**src/rtl/shift_seq_ctrl_pkg.sv**
```systemverilog
// Shared encodings for the shift sequencer and the universal shift register it drives.
// Mode values match the register's mode input; state values are the sequencer FSM.
package shift_seq_ctrl_pkg;

    typedef enum logic [1:0] {
        MODE_HOLD  = 2'b00,
        MODE_RIGHT = 2'b01,
        MODE_LEFT  = 2'b10,
        MODE_LOAD  = 2'b11
    } sr_mode_e;

    typedef enum logic [2:0] {
        IDLE   = 3'd0,
        LOAD   = 3'd1,
        SHIFT  = 3'd2,
        PARITY = 3'd3,
        DONE   = 3'd4
    } seq_state_e;

    function automatic sr_mode_e shift_mode(input logic dir);
        return dir ? MODE_LEFT : MODE_RIGHT;
    endfunction

endpackage

```
**src/rtl/shift_seq_ctrl_counter.sv**
```systemverilog
// Down counter tracking how many bits of the current command are still to be shifted out.
// Load has priority over decrement; decrement saturates at zero.
module shift_bit_counter #(
    parameter int CNT_W = 3
) (
    input  logic             clk_i,
    input  logic             reset_i,
    input  logic             load_i,
    input  logic [CNT_W-1:0] load_val_i,
    input  logic             dec_i,
    output logic             zero_o,
    output logic             last_o
);

    logic [CNT_W-1:0] cnt_q;
    logic [CNT_W-1:0] cnt_d;

    always_comb begin
        cnt_d = cnt_q;
        if (load_i) begin
            cnt_d = load_val_i;
        end else if (dec_i && (cnt_q != '0)) begin
            cnt_d = cnt_q - CNT_W'(1);
        end
    end

    always_ff @(posedge clk_i) begin
        if (reset_i) begin
            cnt_q <= '0;
        end else begin
            cnt_q <= cnt_d;
        end
    end

    assign zero_o = (cnt_q == '0);
    assign last_o = (cnt_q == CNT_W'(1));

endmodule

```
**src/rtl/shift_seq_ctrl.sv**
```systemverilog
// Command sequencer for a 4-mode universal shift register: load a word, stream bits out, pulse done.
// Defining SHIFT_SEQ_PARITY_EN adds an even-parity trailer bit after the data bits.
module shift_seq_ctrl
    import shift_seq_ctrl_pkg::*;
#(
    parameter int WIDTH = 4,
    parameter int CNT_W = $clog2(WIDTH + 1)
) (
    input  logic             clk,
    input  logic             reset,
    input  logic             cmd_valid,
    output logic             cmd_ready,
    input  logic [WIDTH-1:0] cmd_data,
    input  logic             cmd_dir,
    input  logic [CNT_W-1:0] cmd_count,
    input  logic             cmd_fill,
    output logic [1:0]       sr_mode,
    output logic [WIDTH-1:0] sr_parallel_in,
    output logic             sr_serial_in_left,
    output logic             sr_serial_in_right,
    input  logic [WIDTH-1:0] sr_q,
    output logic             serial_out,
    output logic             serial_valid,
    input  logic             serial_ready,
    output logic             done
);

    // state  | meaning
    // IDLE   | waiting for a command, register held
    // LOAD   | parallel-load the latched word
    // SHIFT  | present one bit per cycle, shift when serial_ready
    // PARITY | present the even-parity trailer bit (parity build only)
    // DONE   | one-cycle completion pulse

`ifdef SHIFT_SEQ_PARITY_EN
    localparam seq_state_e POST_DATA = PARITY;
`else
    localparam seq_state_e POST_DATA = DONE;
`endif

    localparam logic [CNT_W-1:0] MAX_COUNT = CNT_W'(WIDTH);

    seq_state_e       state_q;
    logic [WIDTH-1:0] data_q;
    logic             dir_q;
    logic             fill_q;
`ifdef SHIFT_SEQ_PARITY_EN
    logic             parity_q;
`endif

    logic             accept;
    logic             shift_fire;
    logic             cur_bit;
    logic             cnt_zero;
    logic             cnt_last;
    logic [CNT_W-1:0] count_clamped;

    assign count_clamped = (cmd_count > MAX_COUNT) ? MAX_COUNT : cmd_count;
    assign cur_bit       = dir_q ? sr_q[WIDTH-1] : sr_q[0];
    assign accept        = cmd_valid && cmd_ready;
    assign shift_fire    = !reset && (state_q == SHIFT) && serial_ready;

    shift_bit_counter #(
        .CNT_W(CNT_W)
    ) u_bit_cnt (
        .clk_i      (clk),
        .reset_i    (reset),
        .load_i     (accept),
        .load_val_i (count_clamped),
        .dec_i      (shift_fire),
        .zero_o     (cnt_zero),
        .last_o     (cnt_last)
    );

    always_ff @(posedge clk) begin
        if (reset) begin
            state_q  <= IDLE;
            data_q   <= '0;
            dir_q    <= 1'b0;
            fill_q   <= 1'b0;
`ifdef SHIFT_SEQ_PARITY_EN
            parity_q <= 1'b0;
`endif
        end else begin
            case (state_q)
                IDLE: begin
                    if (accept) begin
                        data_q   <= cmd_data;
                        dir_q    <= cmd_dir;
                        fill_q   <= cmd_fill;
`ifdef SHIFT_SEQ_PARITY_EN
                        parity_q <= 1'b0;
`endif
                        state_q  <= LOAD;
                    end
                end
                LOAD: begin
                    state_q <= cnt_zero ? POST_DATA : SHIFT;
                end
                SHIFT: begin
                    if (serial_ready) begin
`ifdef SHIFT_SEQ_PARITY_EN
                        parity_q <= parity_q ^ cur_bit;
`endif
                        if (cnt_last) begin
                            state_q <= POST_DATA;
                        end
                    end
                end
`ifdef SHIFT_SEQ_PARITY_EN
                PARITY: begin
                    if (serial_ready) begin
                        state_q <= DONE;
                    end
                end
`endif
                DONE: begin
                    state_q <= IDLE;
                end
                default: begin
                    state_q <= IDLE;
                end
            endcase
        end
    end

    // Controls are forced inactive while reset is asserted so a mid-command reset stops shifting at once.
    always_comb begin
        cmd_ready    = 1'b0;
        sr_mode      = MODE_HOLD;
        serial_valid = 1'b0;
        serial_out   = 1'b0;
        done         = 1'b0;
        if (!reset) begin
            case (state_q)
                IDLE: begin
                    cmd_ready = 1'b1;
                end
                LOAD: begin
                    sr_mode = MODE_LOAD;
                end
                SHIFT: begin
                    serial_valid = 1'b1;
                    serial_out   = cur_bit;
                    if (serial_ready) begin
                        sr_mode = shift_mode(dir_q);
                    end
                end
`ifdef SHIFT_SEQ_PARITY_EN
                PARITY: begin
                    serial_valid = 1'b1;
                    serial_out   = parity_q;
                end
`endif
                DONE: begin
                    done = 1'b1;
                end
                default: begin
                    sr_mode = MODE_HOLD;
                end
            endcase
        end
    end

    assign sr_parallel_in     = data_q;
    assign sr_serial_in_left  = fill_q;
    assign sr_serial_in_right = fill_q;

endmodule

```
**config.mk**
```make
export PLATFORM = sky130hd
export DESIGN_NAME = shift_seq_ctrl
export DESIGN_NICKNAME = d
export VERILOG_FILES = /design/src/rtl/shift_seq_ctrl_pkg.sv /design/src/rtl/shift_seq_ctrl_counter.sv /design/src/rtl/shift_seq_ctrl.sv
export SDC_FILE = /design/constraint.sdc
export NUM_CORES = 1
export LEC_CHECK = 0
export CELL_PAD_IN_SITES_DETAIL_PLACEMENT = 2
export CELL_PAD_IN_SITES_GLOBAL_PLACEMENT = 2
export CORE_MARGIN = 5
export CORE_UTILIZATION = 22
export CTS_CLUSTER_DIAMETER = 150
export CTS_CLUSTER_SIZE = 8
export DETAILED_ROUTE_END_ITERATION = 12
export PLACE_DENSITY = 0.78
export SYNTH_ARGS = -nofsm -noshare
export SYNTH_HDL_FRONTEND = slang
export SYNTH_SLANG_ARGS = --single-unit
```
**constraint.sdc**
```tcl
create_clock -name clk -period 2 [get_ports clk]
set_clock_uncertainty 0.2 [all_clocks]
set_input_delay 0.4 -clock clk [delete_from_list [all_inputs] [get_ports clk]]
set_output_delay 0.4 -clock clk [all_outputs]
set_load 0.005 [all_outputs]
```
# After elaboration in Yosys (flattened, before gate mapping)
# Index checks and enable logic that the tools add are counted.
dict set report op_classes {
  addsub 1
  n_lt_le_gt_ge 1
  n_eq_ne 7
  muxes 21
  n_reduce_logical 11
}
# op n
set ops {}
lappend ops {{$mux 3} 7}
lappend ops {{$mux 1} 9}
lappend ops {{$pmux 3 s3} 1}
lappend ops {{$eq 3x1->1 const B} 2}
lappend ops {{$logic_not 3->1} 2}
lappend ops {{$mux 2} 3}
lappend ops {{$ne 2x2->1 const B} 3}
lappend ops {{$logic_and 1x1->1} 4}
lappend ops {{$pmux 2 s2} 1}
lappend ops {{$eq 3x2->1 const B} 1}
lappend ops {{$eq 3x3->1 const B} 1}
lappend ops {{$gt 3x3->1 const B} 1}
lappend ops {{$reduce_and 3->1} 1}
lappend ops {{$reduce_bool 3->1} 1}
lappend ops {{$sub 3x1->3 const B} 1}
lappend ops {{$reduce_and 2->1} 1}
lappend ops {{$reduce_bool 2->1} 1}
lappend ops {{$logic_not 1->1} 1}
dict set report word_totals {
  regBits 12
  input_bits 17
  word_cells 46
}

# Longest topological paths before layout
dict set report depth {
  ltp_word 6
  ltp_mapped 6
  mapped_depth_nobuf 6
}

# By module
# A second synthesis with hierarchy kept.
dict set report hier_totals {
  hier_cells 70
  area_unflattened_um2 673.1
}
# mod n_inst cells_per_inst area_each_um2 seq_area_each_um2
set by_module_without_submodules {}
lappend by_module_without_submodules {shift_seq_ctrl 1 45 450.4 180.2}
lappend by_module_without_submodules {shift_bit_counter 1 25 222.7 60.1}

# Least setup slack after synthesis
# No wires, ideal clock.
dict set report synth_timing {
  kind {flip-flop to flip-flop}
  from {register u_bit_cnt.cnt_q[0]}
  to {register u_bit_cnt.cnt_q[2]}
  arrival_time_ns 1.352
  required_ns 1.678
  slack_ns 0.326
  path_stages_with_launch 7
  path_buffers 0
  period_less_slack_ns 1.674
  cell_sequence {dfxtp_1 -> inv_1 -> ha_1 -> nor2b_1 -> nand3b_2 -> mux2i_1 -> a221o_1}
}
dict set report synth_via {
  elab_chain_cells 3
}
# item line
set synth_rtl {}
lappend synth_rtl {{from (decl)} shift_seq_ctrl_counter.sv:15} ;# logic [CNT_W-1:0] cnt_q;
lappend synth_rtl {{from (signal assigned)} shift_seq_ctrl_counter.sv:31} ;# cnt_q <= cnt_d;
lappend synth_rtl {{$sub 3x1->3 or $reduce_bool 3->1 (tied branches)} {shift_seq_ctrl_counter.sv:23, shift_seq_ctrl_counter.sv:22}}
lappend synth_rtl {{$mux 3 or $logic_and 1x1->1 (tied branches)} shift_seq_ctrl_counter.sv:22} ;# end else if (dec_i && (cnt_q != '0)) begin
lappend synth_rtl {{$mux 3 or $reduce_bool 2->1 (tied branches)} -}
# Parallel ways exist; a longest one is shown, timed or not. The select of a mux whose other input is x is not followed.
# A chain may end at the register's enable or synchronous reset.

# Final worst setup path
dict set report layout_timing {
  from {register state_q[0]}
  to {output sr_mode[1]}
}
dict set report layout_via {
  elab_chain_cells 3
}
# item line
set layout_rtl {}
lappend layout_rtl {{from (decl)} shift_seq_ctrl.sv:43} ;# seq_state_e state_q;
lappend layout_rtl {{from (signal assigned)} shift_seq_ctrl.sv:98} ;# state_q <= cnt_zero ? POST_DATA : SHIFT;
lappend layout_rtl {{$eq 3x2->1 or $eq 3x1->1 (tied branches)} shift_seq_ctrl.sv:135} ;# case (state_q)
lappend layout_rtl {{$pmux 2 s2 (*)} shift_seq_ctrl.sv:135}
lappend layout_rtl {{$mux 2 (*)} shift_seq_ctrl.sv:134} ;# if (!reset) begin
lappend layout_rtl {{to (decl)} shift_seq_ctrl.sv:17} ;# output logic [1:0] sr_mode,
# Mark *: on every way between the ends. The rest lies on a longest branch, timed or not.

==> key figures <==
Synthesis
  • Number of flops mapped to enable cells by yosys: 0
  • Share of flip-flops with an asynchronous set or reset: 0
  • Sequential element share of the synthesized area: 0.3629
  • Post-synthesis area per instance: around 8.7 um2
  • Number of synthesized register bits: 12
  • Synth Net Count: between 90 and 100
  • Synth unique cells: 29
  • Yosys warnings: 0
  • Ys flop type: dfxtp_1
  • Mapped Cells: 76
  • Area of the mapped netlist: between 600 and 700 um2

Place
  • GPL Wtd Cong: around 0.77
  • Hpwl dp: between 1.5 and 2 mm
  • Post-place setup slack: -497.6 ps
  • # port buffers: 26

Worst setup path
  • Slowest cell delay on critical path: 390 ps
  • R2r worst-path depth: 6
  • Critical path class: reg -> out
  • Worst path slowest cell: dfxtp_4
  • Worst setup SP type: register
  • Worst-path cell chain: and2b_2 > a31oi_2 > nor3_2 > dlygate4sd2_1
  • Worst setup EP type: output pin
  • Critical Path AT: about 1400 ps
  • WP data required: approximately 1400 ps
  • Largest fanout on the critical path: 6

Die
  • Die height: about 65 um
  • Core area: around 3000 um2
  • Starting Density: 0.2223
  • Die area: roughly 4200 um2
  • FP Rows: 20
  • IO Pins: 29
  • DIE WIDTH: roughly 65 um

Timing
  • RSZ-0062 raised after global routing: yes
  • Max-slew violations: 0
  • Hold Vio Cnt, Final: 0
  • Worst setup margin: about 20 ps
  • Fmax: slightly above 500 MHz
  • Final period util: 0.9900
  • Slew headroom: 0.8426
  • Post-route minimum period: approximately 2000 ps
  • Worst-margin pin slew: ~240 ps
  • # setup viols final: 0

Layout
  • Sequential cell area: roughly 250 um2
  • Multi-input gate area: roughly 390 um2
  • Final Net Count: 143
  • P&R area growth vs syn: 72.40%
  • Number of fillers in the final layout: about 350
  • Layout cell share with drive strength beyond 1: 0.3279
  • Antenna Cells: 0

Status
  • Outcome: completed

Global routing
  • Largest net degree at the start of global routing: 9
  • Vias in the first global route: 848
  • Grt ovf: 0
  • Tot GR Track Use: 0.1236
  • Global-route wire length before repair: between 4 and 5 mm
  • Initial antenna violation count: 0

CTS
  • # clock sinks: 12
  • Root Buffer: clkbuf_4
  • Max clock buf depth: 2
  • CTS Buf Count: 3
  • H-tree Lvls: 1
  • Post-CTS Hold Buffers: 0
  • Clk pin slew, worst setup/hold paths: 80 ps
  • Clk Latency, worst-skew pair: approximately 280 ps
  • CTS tree: built

Routing
  • Iter 0 DRT Violations: 15
  • Via count: a little over 700
  • Mean number of vias per cell: 4.665
  • Routed len/inst: approximately 15 um
  • Detail Route Antenna Nets: 0
  • Post-route DRC: 0
  • Pre-antenna DRT Iters: 3
  • Total wire length: 2.393 mm

Hold path
  • Worst hold stages: 2
  • Hold WC Path Type: reg -> reg

Power
  • PD cells: about 560 nW/um2
  • Overall power: between 0.6 and 0.7 mW
  • Leakage: around 0.5 nW
  • Worst vdd ir: ~0.36 mV

Job
  • Total of max-cap violations: 0
==> synth_stat cells, types with 2 or more instances <==
cell | instances | area [um2]
nor3_1 | 3 | 15.01
nor2_1 | 3 | 11.26
nand2_1 | 14 | 52.55
buf_6 | 2 | 22.52
dfxtp_1 | 12 | 240.2
a21oi_1 | 8 | 40.04
mux2i_1 | 2 | 20.02
inv_1 | 4 | 15.01
nor2b_1 | 5 | 31.28
ha_1 | 3 | 37.54
a31oi_1 | 2 | 12.51
==> sequential cells by signal (all words and copies together) (netlist names) <==
name and flops:
dir_q 1, sr_parallel_in 4, sr_serial_in_left 1, state_q 3, u_bit_cnt.cnt_q 3
==> layer usage <==
metal  vias up  track usage  wire (um)
met5         -            0          0
met4         0      0.03958         35
met3         4      0.03120        108
met2        20       0.2299       1268
met1       342       0.1348        979
li1        357            -          -
==> final timing paths <==
check,startpoint,to,slack (ps)
setup / recovery,state_q[0],sr_mode[1],20
hold / removal,sr_parallel_in[1],sr_parallel_in[1],270
setup reg to reg,u_bit_cnt.cnt_q[0],u_bit_cnt.cnt_q[2],200
hold reg to reg,sr_parallel_in[1],sr_parallel_in[1],270
==> layout by cell type (no fill, tap or decap), drive strengths merged, types with 2 or more instances in the layout <==
master and instances:
a31oi 2, nor2b 5, nor2 3, dfxtp 12
a21oi 9, inv 5, nor3 3, nand2 15
mux2i 2, dlygate4sd2 6, clkdlybuf4s50 18, ha 3
nor4b 2, clkbuf 4, buf 22
==> through the flow <==
stage	utilization	area (um2)	TNS (ps)	cells	hold WS [ps]
after global placement	0.3525	1050	-3895	147	248.3
after detailed placement	0.3525	1050	-4975	147	260.2
after floorplan	-	661.9	0	76	252.7
after CTS	0.3756	1119	-81.43	154	275.8
final	0.3832	1141	0	155	268.1
after global routing	0.3832	1141	-79.40	155	302.4
==> cells by family after synthesis <==
family,after synthesis,share of synthesized area
and+or+nand+nor,35,0.3270
AOI/OAI and AO/OA,15,0.1437
buffers and inverters,9,0.07938
adders and majority gates,3,0.05672
DFF,12,0.3629
muxes,2,0.03025
==> area by class of cell <==
type	instances	area share
inverter	5	0.01645
sequential	12	0.2182
timing repair buffer	46	0.3553
tap	33	0.03618
multi-input combinational	55	0.3421
clock buffer	4	0.03180
==> report_power, final <==
part	total (mW)	leakage, nW	switching [mW]	internal, mW
clock	0.200	0.0210	0.0889	0.111
combinational	0.175	0.367	0.0710	0.104
sequential	0.270	0.0999	0.0158	0.254
total	0.645	0.488	0.176	0.469
==> timing repair <==
action | CTS | global route
pin swaps | 2 | 3
hold endpoints to repair | 0 | 0
resized for setup | 18 | 6
endpoints found under the setup margin | 8 | 3
buffers inserted | 3 | 1
==> worst max-delay path, delay by kind of cell, from the launching register on <==
family / cells / cell delay (ps)
compound gates: 1 / 160
buf+inv: 1 / 260
flops: 1 / 390
simple gates: 2 / 290
(Power assumes the default switching activity.)
